==> src/rtl/cache_pkg.sv <==
// Shared types and constants for the data-cache miss path: FSM states, AXI burst/resp codes,
// and helpers that derive beat count and line offset width from the cache geometry.
package cache_pkg;

  typedef enum logic [2:0] {
    IDLE,
    WB_AW,
    WB_W,
    WB_B,
    RD_AR,
    RD_R,
    DONE
  } miss_state_e;

  localparam logic [1:0] AXI_BURST_INCR = 2'b01;
  localparam logic [1:0] AXI_RESP_OKAY  = 2'b00;

  function automatic int calc_beats(input int line_bytes, input int data_w);
    return (line_bytes * 8) / data_w;
  endfunction

  function automatic int calc_offset_w(input int line_bytes);
    return $clog2(line_bytes);
  endfunction

endpackage

==> src/rtl/axi_line_buffer.sv <==
// One cache line of storage: whole-line load or single-beat write by index, single-beat read by index.
// Writes land on the next clock edge; reads are combinational; there is no flow control.
module axi_line_buffer #(
  parameter int DATA_W = 64,
  parameter int BEATS  = 8,
  parameter int IDX_W  = 3
) (
  input  logic                    clk,
  input  logic                    reset,
  input  logic                    load,
  input  logic [BEATS*DATA_W-1:0] load_line,
  input  logic                    wr_en,
  input  logic [IDX_W-1:0]        wr_idx,
  input  logic [DATA_W-1:0]       wr_dat,
  input  logic [IDX_W-1:0]        rd_idx,
  output logic [DATA_W-1:0]       rd_dat,
  output logic [BEATS*DATA_W-1:0] line
);

  logic [BEATS-1:0][DATA_W-1:0] mem;

  always_ff @(posedge clk or negedge reset) begin
    if (!reset) begin
      mem <= '0;
    end else if (load) begin
      mem <= load_line;
    end else if (wr_en) begin
      mem[wr_idx] <= wr_dat;
    end
  end

  assign rd_dat = mem[rd_idx];
  assign line   = mem;

endmodule

==> src/rtl/dcache_miss_unit.sv <==
// Per-port D-cache miss controller: optional dirty-victim AXI write burst, then AXI read refill.
// Clean miss refills in BEATS+2 cycles; every AXI valid holds until ready. DCACHE_BUS_ERR_EN adds bus_err.
module dcache_miss_unit
  import cache_pkg::*;
#(
  parameter int ADDR_W     = 64,
  parameter int DATA_W     = 64,
  parameter int LINE_BYTES = 64,
  parameter int AXI_ID     = 0
) (
  input  logic                    clk,
  input  logic                    reset,
  input  logic                    miss_req,
  input  logic [ADDR_W-1:0]       miss_addr,
  input  logic                    miss_dirty,
  input  logic [ADDR_W-1:0]       victim_addr,
  input  logic [LINE_BYTES*8-1:0] victim_line,
  output logic                    refill_valid,
  output logic [LINE_BYTES*8-1:0] refill_line,
  output logic                    stall_miss,
  output logic                    write_dirty,
`ifdef DCACHE_BUS_ERR_EN
  output logic                    bus_err,
`endif
  output logic [3:0]              awid,
  output logic [ADDR_W-1:0]       awaddr,
  output logic [7:0]              awlen,
  output logic [2:0]              awsize,
  output logic [1:0]              awburst,
  output logic                    awvalid,
  input  logic                    awready,
  output logic [DATA_W-1:0]       wdata,
  output logic [DATA_W/8-1:0]     wstrb,
  output logic                    wlast,
  output logic                    wvalid,
  input  logic                    wready,
  input  logic [1:0]              bresp,
  input  logic                    bvalid,
  output logic                    bready,
  output logic [3:0]              arid,
  output logic [ADDR_W-1:0]       araddr,
  output logic [7:0]              arlen,
  output logic [2:0]              arsize,
  output logic [1:0]              arburst,
  output logic                    arvalid,
  input  logic                    arready,
  input  logic [DATA_W-1:0]       rdata,
  input  logic [1:0]              rresp,
  input  logic                    rlast,
  input  logic                    rvalid,
  output logic                    rready
);

  localparam int BEATS    = calc_beats(LINE_BYTES, DATA_W);
  localparam int OFFSET_W = calc_offset_w(LINE_BYTES);
  localparam int IDX_W    = (BEATS > 1) ? $clog2(BEATS) : 1;
  localparam int CNT_W    = IDX_W + 1;
  localparam logic [CNT_W-1:0]  LAST_CNT  = CNT_W'(BEATS - 1);
  localparam logic [ADDR_W-1:0] LINE_MASK = ~((ADDR_W'(1) << OFFSET_W) - ADDR_W'(1));

  miss_state_e       state;
  logic [CNT_W-1:0]  cnt;
  logic [ADDR_W-1:0] aw_addr_q;
  logic [ADDR_W-1:0] ar_addr_q;
  logic              capture;
  logic              refill_wr;
  logic [LINE_BYTES*8-1:0] unused_wb_line;
  logic [DATA_W-1:0]       unused_rf_beat;

  assign capture   = (state == IDLE) && miss_req;
  assign refill_wr = (state == RD_R) && rvalid;

  always_ff @(posedge clk or negedge reset) begin
    if (!reset) begin
      state        <= IDLE;
      cnt          <= '0;
      aw_addr_q    <= '0;
      ar_addr_q    <= '0;
      awvalid      <= 1'b0;
      wvalid       <= 1'b0;
      wlast        <= 1'b0;
      bready       <= 1'b0;
      arvalid      <= 1'b0;
      rready       <= 1'b0;
      refill_valid <= 1'b0;
      write_dirty  <= 1'b0;
    end else begin
      refill_valid <= 1'b0;
      case (state)
        IDLE: begin
          if (miss_req) begin
            aw_addr_q <= victim_addr & LINE_MASK;
            ar_addr_q <= miss_addr & LINE_MASK;
            cnt       <= '0;
            if (miss_dirty) begin
              state       <= WB_AW;
              awvalid     <= 1'b1;
              write_dirty <= 1'b1;
            end else begin
              state   <= RD_AR;
              arvalid <= 1'b1;
            end
          end
        end
        WB_AW: begin
          if (awready) begin
            state   <= WB_W;
            awvalid <= 1'b0;
            wvalid  <= 1'b1;
            wlast   <= (BEATS == 1);
            cnt     <= '0;
          end
        end
        WB_W: begin
          if (wready) begin
            if (cnt == LAST_CNT) begin
              state  <= WB_B;
              wvalid <= 1'b0;
              wlast  <= 1'b0;
              bready <= 1'b1;
              cnt    <= '0;
            end else begin
              cnt   <= cnt + CNT_W'(1);
              wlast <= ((cnt + CNT_W'(1)) == LAST_CNT);
            end
          end
        end
        WB_B: begin
          if (bvalid) begin
            state       <= RD_AR;
            bready      <= 1'b0;
            write_dirty <= 1'b0;
            arvalid     <= 1'b1;
            cnt         <= '0;
          end
        end
        RD_AR: begin
          if (arready) begin
            state   <= RD_R;
            arvalid <= 1'b0;
            rready  <= 1'b1;
            cnt     <= '0;
          end
        end
        RD_R: begin
          // rlast is deliberately ignored: the beat counter alone ends the burst
          if (rvalid) begin
            if (cnt == LAST_CNT) begin
              state        <= DONE;
              rready       <= 1'b0;
              refill_valid <= 1'b1;
              cnt          <= '0;
            end else begin
              cnt <= cnt + CNT_W'(1);
            end
          end
        end
        DONE: begin
          state <= IDLE;
          cnt   <= '0;
        end
        default: begin
          state <= IDLE;
          cnt   <= '0;
        end
      endcase
    end
  end

  assign stall_miss = miss_req | (state != IDLE);

  assign awid    = 4'(AXI_ID);
  assign arid    = 4'(AXI_ID);
  assign awaddr  = aw_addr_q;
  assign araddr  = ar_addr_q;
  assign awlen   = 8'(BEATS - 1);
  assign arlen   = 8'(BEATS - 1);
  assign awsize  = 3'($clog2(DATA_W / 8));
  assign arsize  = 3'($clog2(DATA_W / 8));
  assign awburst = AXI_BURST_INCR;
  assign arburst = AXI_BURST_INCR;
  assign wstrb   = '1;

  // Separate buffers so a new victim capture never disturbs the last refilled line
  axi_line_buffer #(.DATA_W(DATA_W), .BEATS(BEATS), .IDX_W(IDX_W)) u_wb_buf (
    .clk       (clk),
    .reset     (reset),
    .load      (capture),
    .load_line (victim_line),
    .wr_en     (1'b0),
    .wr_idx    ('0),
    .wr_dat    ('0),
    .rd_idx    (cnt[IDX_W-1:0]),
    .rd_dat    (wdata),
    .line      (unused_wb_line)
  );

  axi_line_buffer #(.DATA_W(DATA_W), .BEATS(BEATS), .IDX_W(IDX_W)) u_rf_buf (
    .clk       (clk),
    .reset     (reset),
    .load      (1'b0),
    .load_line ('0),
    .wr_en     (refill_wr),
    .wr_idx    (cnt[IDX_W-1:0]),
    .wr_dat    (rdata),
    .rd_idx    ('0),
    .rd_dat    (unused_rf_beat),
    .line      (refill_line)
  );

`ifdef DCACHE_BUS_ERR_EN
  always_ff @(posedge clk or negedge reset) begin
    if (!reset) begin
      bus_err <= 1'b0;
    end else if ((bvalid && bready && (bresp != AXI_RESP_OKAY)) ||
                 (rvalid && rready && ((rresp != AXI_RESP_OKAY) || (rlast != (cnt == LAST_CNT))))) begin
      bus_err <= 1'b1;
    end
  end
`else
  logic unused_resp;
  assign unused_resp = ^{bresp, rresp, rlast};
`endif

endmodule

==> config.mk <==
export PLATFORM = sky130hd
export DESIGN_NAME = dcache_miss_unit
export DESIGN_NICKNAME = d
export VERILOG_FILES = /design/src/rtl/cache_pkg.sv /design/src/rtl/axi_line_buffer.sv /design/src/rtl/dcache_miss_unit.sv
export SDC_FILE = /design/constraint.sdc
export NUM_CORES = 1
export LEC_CHECK = 0
export BUFFER_PORTS_ARGS = -buffer_cell sky130_fd_sc_hd__buf_2
export CORE_AREA = 3 3 579 581
export CTS_CLUSTER_SIZE = 10
export DETAILED_ROUTE_END_ITERATION = 16
export DIE_AREA = 0 0 582 584
export PLACE_DENSITY = 0.31
export SKIP_CTS_REPAIR_TIMING = 1
export SYNTH_ARGS = -nofsm -noshare
export SYNTH_HDL_FRONTEND = slang
export SYNTH_SLANG_ARGS = --single-unit
==> constraint.sdc <==
create_clock -name clk -period 2.1 [get_ports clk]
set_clock_uncertainty 0.05 [all_clocks]
set_input_delay 0.42 -clock clk [delete_from_list [all_inputs] [get_ports clk]]
set_output_delay 0.42 -clock clk [all_outputs]
set_load 0.005 [all_outputs]
# Word-level counts from Yosys, hierarchy flattened
# Cells that the tools add are included.
# op_classes
n_bitwise,1
n_mux,50
div,0
n_reduce_logical,21
add_sub_neg,1
n_eq_ne,17
mul,0
shift,0
order_cmp,2
# ops
operator,n
$bwmux W512,1
$bmux W64 S3,1
$demux W64 S3,1
$mux W64,2
$mux W4,7
$mux W3,9
$pmux W4 S6,1
$mux W1,20
$reduce_and A4 Y1,5
$ne A2 B2 Y1 const B,9
$pmux W3 S6,1
$pmux W1 S2,6
$reduce_bool A2 Y1,5
$eq A4 B3 Y1 const B,2
$reduce_and A8 Y1,1
$eq A3 B2 Y1 const B,2
$eq A3 B3 Y1 const B,2
$reduce_and A6 Y1,1
$reduce_bool A3 Y1,2
$reduce_and A5 Y1,1
$add A4 B1 Y4 const B,1
$lt A3 B4 Y1 const B,1
$eq A3 B1 Y1 const B,1
$ge A3 B1 Y1 const B,1
7 further kinds,9
# totals
ff_bits,1155
in_bits,718
out_inout_bits,755
n_memories,0
ram_bits,0
mem_bits_ro,0
latchBits,0

# Logic depth before layout (Yosys ltp)
# depth
word_depth,5
depth_mapped,8
depth_no_buf,5

# By module
# A second synthesis with hierarchy kept.
# hier_totals
cells_unflattened,5429
hier_area_um2,60641.9
# by_module_without_submodules
mod,area_each_um2,cells_each,seq_area_each_um2,instances
axi_line_buffer (u_wb_buf),27478.9,2517,12812.3,1
axi_line_buffer (u_rf_buf),27458.8,2517,12812.3,1
dcache_miss_unit,5704.2,395,3278.1,1

# Worst setup path after synthesis
# No wires, ideal clock.
# synth_path
kind,register to output
startpoint,register cnt[0]
endpoint,output wdata[19]
path_buffers,3
arrival_time_ps,1747
t_required_ps,1630
slack_ps,-117
stages_incl_launch_ff,6
cell_sequence,dfrtp_1 -> buf_2 -> buf_4 -> buf_2 -> mux4_2 -> mux2_2
# synth_between
elab_chain_cells,2
# synth_lines
item,line_no,text
start: declaration,dcache_miss_unit.sv:62,logic [CNT_W-1:0] cnt;
start signal: assignment,dcache_miss_unit.sv:123,cnt <= cnt + CNT_W'(1);
start signal: assignment,dcache_miss_unit.sv:154,cnt <= cnt + CNT_W'(1);
$bmux W64 S3,axi_line_buffer.sv:32,assign rd_dat = mem[rd_idx];
$mux W64 (implied by the code),axi_line_buffer.sv:32,
end: declaration,dcache_miss_unit.sv:32,"output logic [DATA_W-1:0] wdata,"
# Every way passes these cells. The select of a mux whose other input is x is not followed.

# Final worst setup path
# layout_path
startpoint,register cnt[2]
endpoint,output wdata[44]
# The elaborated chain is that of the path after synthesis.

==> impl_metrics.toml <==
[detailed_routing]
post-route-drc-count = 0
vias = 36200
wl_per_cell_um = 24.9
viasPerCell = 3.63
dr.pass1.iters = 4
dr.first_iter.drc_count = 1242
routed_wl_um = 248000
ant_nets = 0

[placement]
place_hpwl_um = 192000
port_buffers = 1401
gp_congestion = 0.762
postPlaceCellArea_um2 = 62800

[sta]
max_freq_mhz = 313
tightest_slew_ns = 0.711
slew_headroom_pct = 52.6
maxSlewViolCount = 0
period_minus_slack_ns = 3.19
hold_viol = 0
finalSetupTns_ns = -241.84
setup_viol = 1157
finalWorstSetupSlack_ns = -1.09
rsz0062_at_grt = "yes"
period_share_pct = 152

[hold_path]
holdCritPathClass = "primary input to flip-flop"
hold_end = "u_wb_buf.line[337]"
hold_start = "victim_line[337]"
min_delay_path_depth = 2

[synth]
seq_area_frac_synth_pct = 60.9
ys_ff_latch = 1155
async_flop_share_pct = 100
netlist_area_um2 = 47500
ys.flop_type = "dfrtp_1"
yosysTopAreaCell = "dfrtp_1"
synth_cells = 3022
synth_edf_count = 0
yosys.area.top_type_share_pct = 60.9
ys_top_cells_by_area = "dfrtp_1, mux2_2, mux2_4"
synthDistinctLibCells = 55
yosys_warnings = 0
syn_avg_cell_area_um2 = 15.7

[clocking]
htree_levels = 4
cts.sinks = 1155
cts_tree = "built"
cts_root_buf = "clkbuf_16"
clk_latency_ns = 0.81
clkTransAtPathRegs_ns = 0.05
cts_buffer_depth = 4
numCtsBuffers = 159

[setup_path]
reg2reg_depth = 7
end_kind = "primary output"
critPathLaunch = "cnt[2]"
worst_r2r_endpoint = "u_rf_buf.line[67]"
cp_data_required_time_ns = 1.63
worstSetupPathType = "flip-flop to primary output"
timing.rr.start = "cnt[2]"
critPathLaunchType = "flip-flop"
cp.arrival_ns = 2.72
rrSetupSlack_ns = -0.43
worstPathMaxFanout = 6

[finish]
fin_area_um2 = 76600
synthToLayoutAreaGrowth_pct = 61.4
drive_gt1_share_pct = 61.1
fillerInstances = 35300
layout.cells.most_common_list = "buf_2, dfrtp_1, mux2_2, dlygate4sd3_1, buf_4"
layout_commonest_cell = "buf_2"
nets = 6164

[power_and_ir_drop]
ir_worst_vdd_v = 0.000698
total_power_mw = 99.2
power_leakage_nw = 35.8
pwr_density_cell_nw_per_um2 = 1290

[floorplan]
die_w_um = 582
io_pins = 1473
initial_core_util_pct = 14.4
die_h_um = 584
core-area_um2 = 330000
dieArea_um2 = 340000
rows = 211

[outcome]
violations = "setup timing"
status = "finished, violations left"

[run]
drv_cap = 0

[grt]
grt_max_degree = 86
antenna_found_initial = 135
grt_pass1_wl_um = 326000
gr-total-overflow = 0
grt_pass1_vias = 36400
grt.total_usage_pct = 13.8
==> synthesized netlist by cell type, types with 4 or more instances <==
library cell and count:
buf_1 5, buf_4 65, nor3_1 4, buf_6 12, a22oi_1 36, mux2_4 60, mux2i_1 40, mux2_1 9
o221ai_1 9, dfrtp_1 1155, mux4_2 32, a221oi_1 75, clkbuf_1 33, buf_2 129, inv_1 6, nand2b_1 5
nor2_1 34, a21oi_1 29, mux2_2 1129, a22o_1 12, o21ai_0 17, nand3_1 5, nand2_1 37, and2_1 4
o22ai_1 36
==> per-layer routing <==
| metal | track usage [%] | share of wire, % | vias up |
|---|---|---|---|
| met5 | 0 | 0.14 | - |
| met4 | 5.14 | 3.1 | 54 |
| met3 | 4.88 | 6.5 | 399 |
| met2 | 23.9 | 50 | 1308 |
| met1 | 15.6 | 40 | 18500 |
| li1 | - | - | 15900 |
==> worst max-delay path by stage <==
stage                end  depth (start not counted)
6_report       wdata[44]                          9
5_1_grt        wdata[31]                         10
4_1_cts        wdata[22]                          4
3_5_place_dp   wdata[22]                          4
3_3_place_gp   wdata[22]                          7
2_1_floorplan   wdata[9]                          6
==> sequential cells by signal, indices dropped and copies added (netlist names) <==
name / cells
wvalid: 1
rready: 1
u_wb_buf.line: 512
awaddr: 58
awvalid: 1
wlast: 1
cnt: 4
state: 3
refill_valid: 1
u_rf_buf.line: 512
arvalid: 1
write_dirty: 1
bready: 1
araddr: 58
==> worst max-delay path, stage by stage (launching register included) <==
cell and delay, ns:
dfrtp_4 0.54, buf_6 0.16, buf_6 0.11, nor2_4 0.11, buf_8 0.15, buf_12 0.16, buf_8 0.12, a221oi_4 0.06
o22ai_4 0.28, buf_2 0.18
==> power breakdown <==
part	leakage (nW)	total [mW]	internal, mW	switching (mW)
Clock	2.50	27.1	16.1	11.0
Sequential	14.6	36.1	30.7	5.40
Combinational	18.7	36.0	19.9	16.1
Total	35.8	99.2	66.7	32.4
==> cell families (layout without fill, tap and decap cells) <==
group	count (synthesis)	after routing	share of synthesized area [%]
compound gates	228	228	3.54
flops	1155	1155	60.9
fa+ha+maj	2	2	0.0527
mux	1270	1270	31.3
other cells	2	114	0.0158
xor+xnor	1	1	0.0185
buf+inv	251	2729	3.03
simple gates	113	113	1.21
==> through the flow <==
step	utilization, %	setup slack, ns	cells	hold slack (ns)
after CTS	20.6	-1.78	9205	-0.341
after global placement	19.0	-0.862	8936	0.414
after global routing	23.2	-1.22	9953	0.00286
after detailed placement	19.0	-0.829	8936	0.420
after floorplan	-	0.00628	3074	0.0744
final	23.2	-1.09	9978	0.0559
==> area by class of cell <==
type | count | area (um^2) | share of cell area (%)
antenna | 60 | 150 | 0.196
clock buffer | 230 | 4550 | 5.94
clock inverter | 39 | 554 | 0.723
inverter | 7 | 35.0 | 0.0457
multi-input combinational | 1668 | 18400 | 24.0
sequential | 1155 | 28900 | 37.7
tap | 4366 | 5460 | 7.13
timing repair buffer | 2453 | 18600 | 24.2
Note: power is estimated with default switching activity, not from simulation.
